<file path="config.mk">
export PLATFORM = sky130hd
export DESIGN_NAME = wb_timeout_bridge
export DESIGN_NICKNAME = d
export VERILOG_FILES = /design/src/rtl/wb_timeout_bridge.sv
export SDC_FILE = /design/constraint.sdc
export NUM_CORES = 1
export LEC_CHECK = 0
export ABC_AREA = 1
export BUFFER_PORTS_ARGS = -buffer_cell sky130_fd_sc_hd__buf_2
export CAP_MARGIN = 20
export CELL_PAD_IN_SITES_DETAIL_PLACEMENT = 2
export CELL_PAD_IN_SITES_GLOBAL_PLACEMENT = 2
export CORE_AREA = 8 8 144 146
export DETAILED_ROUTE_END_ITERATION = 7
export DIE_AREA = 0 0 152 154
export PLACE_DENSITY_LB_ADDON = 0.1
export SLEW_MARGIN = 20
export SYNTH_ARGS = -nofsm -noshare
export SYNTH_HDL_FRONTEND = slang
export SYNTH_SLANG_ARGS = --single-unit
</file>
<file path="constraint.sdc">
create_clock -name clk -period 1.5 [get_ports clk]
set_input_delay 0.075 -clock clk [delete_from_list [all_inputs] [get_ports clk]]
set_output_delay 0.075 -clock clk [all_outputs]
set_load 0.1 [all_outputs]
</file>
<file path="src/rtl/wb_timeout_bridge.sv">
// Registered Wishbone bridge with one register stage per direction and an optional no-response watchdog.
// Optional feature macro: WB_TIMEOUT_BRIDGE_TIMEOUT_EN (builds the timeout counter).
module wb_timeout_bridge #(
    parameter int unsigned WB_ADDR_WIDTH  = 32,
    parameter int unsigned WB_DATA_WIDTH  = 32,
    parameter int unsigned TIMEOUT_CYCLES = 256
) (
    input  logic                       clk,
    input  logic                       rstn,
    // upstream side, driven by an interconnect slave port
    input  logic [WB_ADDR_WIDTH-1:0]   m_adr,
    input  logic [WB_DATA_WIDTH-1:0]   m_dat_w,
    input  logic [WB_DATA_WIDTH/8-1:0] m_sel,
    input  logic                       m_we,
    input  logic [2:0]                 m_cti,
    input  logic [1:0]                 m_bte,
    input  logic                       m_cyc,
    input  logic                       m_stb,
    output logic [WB_DATA_WIDTH-1:0]   m_dat_r,
    output logic                       m_ack,
    output logic                       m_err,
    // downstream side, driving the peripheral
    output logic [WB_ADDR_WIDTH-1:0]   s_adr,
    output logic [WB_DATA_WIDTH-1:0]   s_dat_w,
    output logic [WB_DATA_WIDTH/8-1:0] s_sel,
    output logic                       s_we,
    output logic [2:0]                 s_cti,
    output logic [1:0]                 s_bte,
    output logic                       s_cyc,
    output logic                       s_stb,
    input  logic [WB_DATA_WIDTH-1:0]   s_dat_r,
    input  logic                       s_ack,
    input  logic                       s_err
);

    typedef enum logic [1:0] {
        IDLE,
        REQ,
        RSP
    } state_t;

    state_t                     state;
    state_t                     state_next;
    logic                       err;
    logic [WB_DATA_WIDTH-1:0]   rsp_data;
    logic                       capture;
    logic                       finish;
    logic                       timeout;

    if (TIMEOUT_CYCLES < 1) begin : g_bad_timeout
        $error("wb_timeout_bridge: TIMEOUT_CYCLES must be at least 1");
    end

`ifdef WB_TIMEOUT_BRIDGE_TIMEOUT_EN
    localparam int unsigned CNT_W = $clog2(TIMEOUT_CYCLES + 1);
    localparam logic [CNT_W-1:0] CNT_LAST = CNT_W'(TIMEOUT_CYCLES - 1);

    logic [CNT_W-1:0] count;

    // Counts REQ cycles; holds at all-ones rather than wrapping.
    always_ff @(posedge clk or negedge rstn) begin
        if (!rstn) begin
            count <= '0;
        end else if (capture) begin
            count <= '0;
        end else if (state == REQ && count != '1) begin
            count <= count + 1'b1;
        end
    end

    assign timeout = (count == CNT_LAST);
`else
    assign timeout = 1'b0;
`endif

    assign capture = (state == IDLE) && m_cyc && m_stb;
    assign finish  = (state == REQ) && m_cyc && (s_ack || s_err || timeout);

    always_ff @(posedge clk or negedge rstn) begin
        if (!rstn) begin
            state <= IDLE;
        end else begin
            state <= state_next;
        end
    end

    always_comb begin
        state_next = state;
        unique case (state)
            IDLE: if (m_cyc && m_stb) state_next = REQ;
            REQ: begin
                if (!m_cyc) begin
                    state_next = IDLE;
                end else if (s_err || s_ack || timeout) begin
                    state_next = RSP;
                end
            end
            RSP:     state_next = IDLE;
            default: state_next = IDLE;
        endcase
    end

    // Request fields stay on the downstream bus after the access completes.
    always_ff @(posedge clk or negedge rstn) begin
        if (!rstn) begin
            s_adr    <= '0;
            s_dat_w  <= '0;
            s_sel    <= '0;
            s_we     <= 1'b0;
            s_cti    <= '0;
            s_bte    <= '0;
            err      <= 1'b0;
            rsp_data <= '0;
        end else begin
            if (capture) begin
                s_adr   <= m_adr;
                s_dat_w <= m_dat_w;
                s_sel   <= m_sel;
                s_we    <= m_we;
                s_cti   <= m_cti;
                s_bte   <= m_bte;
            end
            if (finish) begin
                // ERR beats ACK; a watchdog expiry with neither returns ERR with zero data.
                err      <= s_err || !s_ack;
                rsp_data <= (s_ack || s_err) ? s_dat_r : '0;
            end
        end
    end

    always_comb begin
        m_ack   = 1'b0;
        m_err   = 1'b0;
        m_dat_r = '0;
        s_cyc   = 1'b0;
        s_stb   = 1'b0;
        unique case (state)
            REQ: begin
                s_cyc = 1'b1;
                s_stb = 1'b1;
            end
            RSP: begin
                m_ack   = !err;
                m_err   = err;
                m_dat_r = rsp_data;
            end
            default: ;
        endcase
    end

endmodule

</file>
* Word-level counts from Yosys, hierarchy flattened *
Cells that the tools add are included.

word-level totals
  register bits = 109
  input port bits = 112
  output and inout bits = 110
  logic and storage cells = 33

operators by class
  equal/unequal tests = 4
  muxes and demuxes = 9
  reductions and logical operators = 11

operators with widths
  operator            number
  $mux 32             2
  $mux 2              3
  $logic_and 1x1->1   5
  $pmux 2 s2          1
  $mux 1              3
  $ne 3x2->1 const B  1
  $eq 2x1->1 const B  1
  $eq 2x2->1 const B  1
  $logic_not 1->1     2
  $logic_not 2->1     1
  $logic_or 1x1->1    2
  $ne 2x1->1 const B  1
  $reduce_and 2->1    1

* Longest topological paths before layout *
Gate-level depths: netlist (run 1).

  depth in word-level cells = 4
  gate-level depth with buffers = 7
  depth with buffers taken out = 5

* Worst setup path before layout (run 1) *
No wires, ideal clock.

  path type = register -> output
  start = register state[0]
  end = output m_dat_r[21]
  arrival time = 2.031 ns
  required time = 1.425 ns
  setup slack = -0.606 ns
  stages on the path, launching flop included = 5
  cell sequence = dfrtp_1 > inv_2 > nand2_1 > clkbuf_1 > nor2_1

on the way
  word-level cells in the longest chain between the ends = 2

RTL lines
  what                    RTL line  RTL
  start, declared         42        state_t state;
  start signal, assigned  83        state <= state_next;
  $eq 2x2->1              137       unique case (state)
  $mux 32                 137
  end, declared           19        output logic [WB_DATA_WIDTH-1:0] m_dat_r,

Every way passes these cells.

* Worst setup path after layout (run 1) *
  start = register state[0]
  end = output m_dat_r[27]

Same word-level chain as after synthesis.

==> results.yml, run 1 <==
placement:
  portBuffers: 221
  dp_slack_ns: 0.186
  dp.cells: 981
  gp_congestion: 0.703
  dpl_cell_area_mm2: 0.00675
  dpl.hpwl_um: 12900
floorplanning:
  chipHeight_um: 154
  io-pin-count: 222
  fp.dieW_um: 152
  die_area_mm2: 0.0234
  fp-row-count: 50
  coreArea_mm2: 0.0185
  start_util: 0.246
logic_synthesis:
  synth_seq_area_share: 0.601
  syn_inst: 547
  synthDistinctLibCells: 12
  synth_top_area_frac: 0.601
  syn_area_per_cell_um2: 8.29
  synth_warnings: 0
  yosysTopAreaCell: "dfrtp_1"
  syn_area_mm2: 0.00454
  syn_nets: 659
  ys_ff_latch: 109
  synthTopCellsByArea: "dfrtp_1, nand2_1, nand3_1"
routing:
  drt-initial-drc-count: 170
  drtPass1Iterations: 4
  ant_nets: 0
  via_per_inst: 4.41
  drt_wl_total_um: 20100
  wire_per_inst_um: 18.2
  vias: 4886
  drc: 0
min_path:
  hold_path.class: "in -> reg"
timing:
  fin_hold_ws_ns: 0.0621
  finalHoldViolCount: 0
  post-route-period-util: 1.02
  tns_ns: -0.252
  relSlewSlack: 0.644
  finClkSkew_ns: 0.00858
  setup_viol: 24
  layout_setup_ws_ns: -0.0256
  rsz0062_at_grt: "true"
  drv_slew: 0
  tightest_slew_ns: 0.538
  fin_crit_ns: 1.53
  fmax_mhz: 655
critical_path:
  required_ns: 1.42
  path_class: "reg -> out"
  cp_max_fo: 10
  cp_cell_sequence: "inv_2 -> nand2_8 -> buf_16 -> nor2_4 -> buf_12"
  slowest_delay_ns: 0.39
  cp-start-kind: "register"
  crit_slowest_cell: "dfrtp_1"
  crit_path_end_kind: "primary output"
  regToRegSetupSlack_ns: 0.10
  worstPathArrival_ns: 1.45
clock_network:
  h-tree-depth: 3
  cts_root_buffer: "clkbuf_16"
  cts_inserted_buffers: 9
  cts_sinks: 109
  cts_buffer_depth: 2
  cts.clk_slew.worst_paths_ns: 0.06
  cts_tree: "yes"
  clkLatencyLatePin_ns: 0.35
global_routing:
  grt-ovfl-total: 0
  grt.total_usage: 0.173
  grt_pass1_wl_um: 32000
  first_global_vias: 5692
  antenna_found_initial: 1
  grt_max_degree: 61
final_layout:
  layout.nets: 982
  final_area_mm2: 0.00822
  drive_above_1_share: 0.331
  syn_to_final_growth_pct: 81.2
  finalNonFillerCells: 1108
  final_util: 0.445
power_and_ir_drop:
  p_leak_nw: 4.28
  power_density_mw_per_mm2: 1410
  worst_ir_drop_vdd_v: 0.000724
  finalPower_mw: 11.6
status:
  violations: "setup timing"
  status: "finished, violations left"
job:
  cap_violations: 0
## worst max-delay path: cells and delay by family, from the launching register on
kind	cells	cell delay, ns
buffers and inverters	3	0.47
AND/OR/NAND/NOR	2	0.23
flip-flops	1	0.39
## final timing paths
kind                             start           to  cells after the start
max                           state[0]  m_dat_r[27]                      5
min                              s_err          err                      3
max reg2reg                   state[1]    s_adr[10]                      5
min reg2reg                s_dat_w[11]  s_dat_w[11]                      2
max in group asynchronous         rstn     state[1]                      3
min in group asynchronous         rstn    s_adr[29]                      3
## state kept, by name, summed over array words and instances, names as in the netlist
name	flops
err	1
rsp_data	32
s_adr	32
s_bte	2
s_cti	3
s_dat_w	32
s_sel	4
s_we	1
state	2
## metal layers
metal | vias up | GRT usage | share of wire
li1 | 2310 | - | -
met1 | 2405 | 0.196 | 0.41
met2 | 143 | 0.306 | 0.52
met3 | 28 | 0.0440 | 0.054
met4 | 0 | 0.0671 | 0.022
met5 | - | 0 | 0
## cell type report
type / count / area, µm²
fillers: 1984 / 10200
repair buffers: 346 / 3010
flip-flops and latches: 109 / 2730
multi-input cells: 366 / 1750
well taps: 234 / 293
clock buffers: 12 / 236
inverters: 38 / 143
clock inverters: 2 / 60.1
diodes: 1 / 2.50
## timing repair
item,in CTS,in global routing
setup endpoints to repair,34,36
gates cloned,1,0
hold buffers,107,0
hold endpoints to repair,215,0
gates resized for setup,8,1
pin swaps,0,1
setup buffers,3,1
## layout by cell type (no fill, tap or decap), types with 2 or more instances in the layout
cell           count
nor2_4            32
dfrtp_1          108
buf_2            184
buf_4              6
inv_2              2
inv_1             36
dlygate4sd3_1    107
buf_16             2
nor2_1             5
nand3_1           76
buf_6              2
buf_12            44
clkbuf_1           3
bufinv_16          2
clkbuf_16          9
nand2_1          248
## synth_stat cells
library cell	n
nand3_2	1
buf_2	25
inv_2	2
dfrtp_1	109
o21ai_0	1
clkbuf_1	2
inv_1	36
buf_4	7
nor2_1	36
nor2_2	2
nand2_1	250
nand3_1	76
## power breakdown
group / internal [mW] / leakage [nW] / switching [mW]
clock: 1.45 / 0.143 / 1.08
sequential: 3.54 / 1.36 / 0.347
combinational: 1.04 / 2.78 / 4.13
total: 6.03 / 4.28 / 5.55
## cells by family after synthesis
group           after synthesis  share of synthesized area
flops                       109                      0.601
buf+inv                      72                     0.0723
compound gates                1                    0.00110
simple gates                365                      0.325
(Power assumes the default switching activity.)
==> run 2, diff against run 1 <==
--- a/config.mk
+++ b/config.mk
@@ -14,6 +14,7 @@
 export DETAILED_ROUTE_END_ITERATION = 7
 export DIE_AREA = 0 0 152 154
 export PLACE_DENSITY_LB_ADDON = 0.1
+export SETUP_SLACK_MARGIN = 0.15
 export SLEW_MARGIN = 20
 export SYNTH_ARGS = -nofsm -noshare
 export SYNTH_HDL_FRONTEND = slang
==> results.yml, run 2 (synthesis gave the netlist of run 1 again) <==
status:
  status: "finished, violations left"
  violations: "setup timing"
floorplanning:
  die_area_mm2: 0.0234
  coreArea_mm2: 0.0185
  chipHeight_um: 154
  fp-row-count: 50
  io-pin-count: 222
  start_util: 0.246
  fp.dieW_um: 152
clock_network:
  cts_sinks: 109
  cts_inserted_buffers: 9
  cts_root_buffer: "clkbuf_16"
  cts.clk_slew.worst_paths_ns: 0.06
  cts_tree: "yes"
  cts_buffer_depth: 2
  clkLatencyLatePin_ns: 0.36
  h-tree-depth: 3
timing:
  finalHoldViolCount: 0
  relSlewSlack: 0.615
  post-route-period-util: 1.05
  setup_viol: 35
  layout_setup_ws_ns: -0.0755
  fin_crit_ns: 1.58
  rsz0062_at_grt: "true"
  tightest_slew_ns: 0.578
  fmax_mhz: 635
  finClkSkew_ns: 0.0113
  drv_slew: 0
critical_path:
  required_ns: 1.42
  crit_slowest_cell: "dfrtp_1"
  cp_cell_sequence: "inv_2 -> nand2_8 -> buf_16 -> nor2_4 -> buf_12"
  worstPathArrival_ns: 1.50
  cp_max_fo: 8
  cp-start-kind: "register"
  crit_path_end_kind: "primary output"
  regToRegSetupSlack_ns: -0.04
  rr_endpoint: "rsp_data[24]"
  slowest_delay_ns: 0.39
  reg2reg_depth: 6
  reg2reg_from: "state[0]"
  path_class: "reg -> out"
global_routing:
  grt.total_usage: 0.188
  first_global_vias: 6164
  grt_pass1_wl_um: 34700
  grt_max_degree: 57
  grt-ovfl-total: 0
  antenna_found_initial: 3
placement:
  gp_congestion: 0.746
  dpl.hpwl_um: 13400
  dpl_cell_area_mm2: 0.00673
  portBuffers: 221
  dp.cells: 982
power_and_ir_drop:
  p_leak_nw: 4.61
  power_density_mw_per_mm2: 1370
  worst_ir_drop_vdd_v: 0.000944
final_layout:
  final_cell_mix: "nand2_1, buf_2, dfrtp_1, dlygate4sd3_1, nand3_1"
  reg.largest.list: "rsp_data (32), s_adr (32), s_dat_w (32)"
  drive_above_1_share: 0.366
  final_common_cell: "nand2_1"
  syn_to_final_growth_pct: 96.6
  final_area_mm2: 0.00892
  finalNonFillerCells: 1139
  layout.nets: 1012
routing:
  drt-initial-drc-count: 170
  via_per_inst: 4.50
  drc: 0
  vias: 5128
  ant_nets: 0
  wire_per_inst_um: 20.3
  drt_wl_total_um: 23200
  drtPass1Iterations: 4
min_path:
  hp-start: "m_cyc"
  hold_path.class: "in -> reg"
  holdPathStages: 3
  worstHoldEndpoint: "err"
job:
  cap_violations: 0
## run 2: final cells by class
class / instances / area (µm²)
antenna: 3 / 7.51
clock buffer: 9 / 225
clock inverter: 4 / 98.8
fill: 1915 / 9540
inverter: 38 / 143
multi-input combinational: 367 / 1830
sequential: 109 / 2730
tap: 234 / 293
timing repair buffer: 375 / 3600
## run 2: worst max-delay path by stage
stage              from            to  slack (ns)  cells after the start
2_1_floorplan  state[0]   m_dat_r[21]       -0.01                      4
3_3_place_gp   state[1]    s_dat_w[0]        0.14                      4
3_5_place_dp   state[1]   s_dat_w[24]        0.07                      5
4_1_cts        state[0]    m_dat_r[3]       -0.05                      5
5_1_grt        state[0]  rsp_data[24]       -0.16                      6
6_report       state[0]   m_dat_r[27]       -0.08                      5
## run 2: routing by layer
layer  GRT usage  up-vias  part of all wire
met2       0.362      151              0.56
met1       0.194     2574              0.37
li1            -     2372                 -
met4      0.0614        0             0.022
met5           0        -                 0
met3      0.0513       31             0.047
## run 2: report_power, final
group	switching [mW]	total (mW)	internal (mW)
Sequential	0.384	3.92	3.54
Combinational	4.27	5.57	1.29
Clock	1.13	2.74	1.61
Total	5.79	12.2	6.44
## run 2: stage by stage
step           power [mW]  hold slack [ns]  utilization  setup TNS, ns  setup slack [ns]
2_1_floorplan        7.67           -0.221            -         -0.428           -0.0130
3_3_place_gp         8.74            0.113        0.364              0             0.139
3_5_place_dp         8.87            0.122        0.364              0            0.0737
4_1_cts              12.2           0.0365        0.470          -1.55           -0.0474
5_1_grt              12.7           0.0505        0.483          -6.04            -0.162
6_report             12.2           0.0536        0.483          -1.26           -0.0755
## run 2: critical path, delay by kind of cell (launching register included)
family	cells	cell delay [ns]
buffers and inverters	3	0.49
flip-flops	1	0.39
AND/OR/NAND/NOR	2	0.26
## run 2: what timing repair did
| item | CTS | global route |
|---|---|---|
| gates resized for setup | 38 | 9 |
| buffers inserted | 12 | 6 |
| pin swaps | 60 | 30 |
| endpoints found under the setup margin | 132 | 144 |
| gates cloned | 9 | 6 |
| hold buffers | 108 | 0 |
| hold endpoints to repair | 216 | 0 |
==> run 3, diff against run 2 <==
--- a/config.mk
+++ b/config.mk
@@ -14,6 +14,7 @@
 export DETAILED_ROUTE_END_ITERATION = 7
 export DIE_AREA = 0 0 152 154
 export PLACE_DENSITY_LB_ADDON = 0.1
+export RECOVER_POWER = 25
 export SETUP_SLACK_MARGIN = 0.15
 export SLEW_MARGIN = 20
 export SYNTH_ARGS = -nofsm -noshare
==> results.yml, run 3 (synthesis gave the netlist of run 1 again) <==
clock_network:
  cts_buffer_depth: 2
  cts.clk_slew.worst_paths_ns: 0.06
  cts_sinks: 109
  cts_root_buffer: "clkbuf_16"
  clkLatencyLatePin_ns: 0.36
  cts_tree: "yes"
  cts_inserted_buffers: 9
  h-tree-depth: 3
routing:
  via_per_inst: 4.50
  wire_per_inst_um: 20.3
  drt-initial-drc-count: 171
  drtPass1Iterations: 4
  vias: 5128
  ant_nets: 0
  drt_wl_total_um: 23200
  drc: 0
final_layout:
  final_common_cell: "nand2_1"
  reg.largest.list: "rsp_data (32), s_adr (32), s_dat_w (32)"
  syn_to_final_growth_pct: 96.0
  drive_above_1_share: 0.365
  finalNonFillerCells: 1139
  n_fill_cell: 1918
  final_area_mm2: 0.00889
  layout.nets: 1012
  final_cell_mix: "nand2_1, buf_2, dfrtp_1, dlygate4sd3_1, nand3_1"
critical_path:
  worstPathArrival_ns: 1.50
  cp_max_fo: 8
  path_class: "reg -> out"
  crit_family: "buffers and inverters"
  crit_buf_inv: 3
  cp-start-kind: "register"
  slowest_delay_ns: 0.39
  cp_cell_sequence: "inv_2 -> nand2_8 -> buf_16 -> nor2_4 -> buf_12"
  reg2reg_depth: 6
  required_ns: 1.42
  crit_slowest_cell: "dfrtp_1"
  rr_endpoint: "rsp_data[24]"
  reg2reg_from: "state[0]"
  crit_path_end_kind: "primary output"
  regToRegSetupSlack_ns: -0.04
placement:
  dpl.hpwl_um: 13400
  portBuffers: 221
  gp_congestion: 0.746
  dp.cells: 982
  dpl_cell_area_mm2: 0.00673
timing:
  rsz0062_at_grt: "true"
  finClkSkew_ns: 0.0113
  post-route-period-util: 1.05
  tns_ns: -1.26
  fin_crit_ns: 1.58
  relSlewSlack: 0.429
  drv_slew: 0
  layout_setup_ws_ns: -0.0755
  finalHoldViolCount: 0
  setup_viol: 35
  fmax_mhz: 635
  tightest_slew_ns: 0.856
status:
  violations: "setup timing"
  status: "finished, violations left"
min_path:
  hold_path.class: "in -> reg"
  worstHoldEndpoint: "err"
  hp-start: "m_cyc"
  holdPathStages: 3
floorplanning:
  fp-row-count: 50
  start_util: 0.246
  coreArea_mm2: 0.0185
  io-pin-count: 222
  chipHeight_um: 154
  fp.dieW_um: 152
  die_area_mm2: 0.0234
global_routing:
  grt-ovfl-total: 0
  first_global_vias: 6164
  grt.total_usage: 0.188
  grt_pass1_wl_um: 34700
  grt_max_degree: 57
  antenna_found_initial: 3
power_and_ir_drop:
  worst_ir_drop_vdd_v: 0.000944
  p_leak_nw: 4.60
  finalPower_mw: 12.2
  power_density_mw_per_mm2: 1370
job:
  cap_violations: 0
## run 3: worst max path at each step
stage / slack [ns] / start / depth (start not counted) / end
2_1_floorplan: -0.01 / state[0] / 4 / m_dat_r[21]
5_1_grt: -0.16 / state[0] / 6 / rsp_data[24]
6_report: -0.08 / state[0] / 5 / m_dat_r[27]
4_1_cts: -0.05 / state[0] / 5 / m_dat_r[3]
3_3_place_gp: 0.14 / state[1] / 4 / s_dat_w[0]
3_5_place_dp: 0.07 / state[1] / 5 / s_dat_w[24]
## run 3: final cells by class
class                   instances  area [µm²]  share of cell area
repair buffers                375        3570               0.401
flip-flops and latches        109        2730               0.307
multi-input cells             367        1830               0.205
well taps                     234         293              0.0329
clock buffers                   9         225              0.0253
inverters                      38         143              0.0160
clock inverters                 4        98.8              0.0111
diodes                          3        7.51            0.000844
## run 3: report_power, final
| group | switching, mW | total, mW | internal [mW] |
|---|---|---|---|
| Sequential | 0.384 | 3.92 | 3.54 |
| Combinational | 4.27 | 5.56 | 1.28 |
| Clock | 1.13 | 2.74 | 1.61 |
## run 3: timing repair
| item | 4_1_cts | 5_1_grt |
|---|---|---|
| hold endpoints to repair | 216 | 0 |
| buffers inserted | 12 | 6 |
| resized for setup | 38 | 9 |
| hold buffers | 108 | 0 |
| pin swaps | 60 | 30 |
| cloned | 9 | 6 |
| endpoints found under the setup margin | 132 | 144 |
## run 3: routing by layer
layer,share of wire,track usage
met4,0.022,0.0614
met5,0,0
met3,0.047,0.0513
met2,0.56,0.362
met1,0.37,0.194
## run 3: per-stage QoR
step / worst slack (ns) / util / hold slack [ns]
2_1_floorplan: -0.0130 / - / -0.221
3_3_place_gp: 0.139 / 0.364 / 0.113
3_5_place_dp: 0.0737 / 0.364 / 0.122
4_1_cts: -0.0474 / 0.470 / 0.0365
5_1_grt: -0.162 / 0.482 / 0.0505
6_report: -0.0755 / 0.482 / 0.0536
## run 3: worst register-to-register path: cells and delay by family (launching register included)
family                 cells  cell delay, ns
buffers and inverters      2            0.23
and+or+nand+nor            4            0.83
DFF                        1            0.37
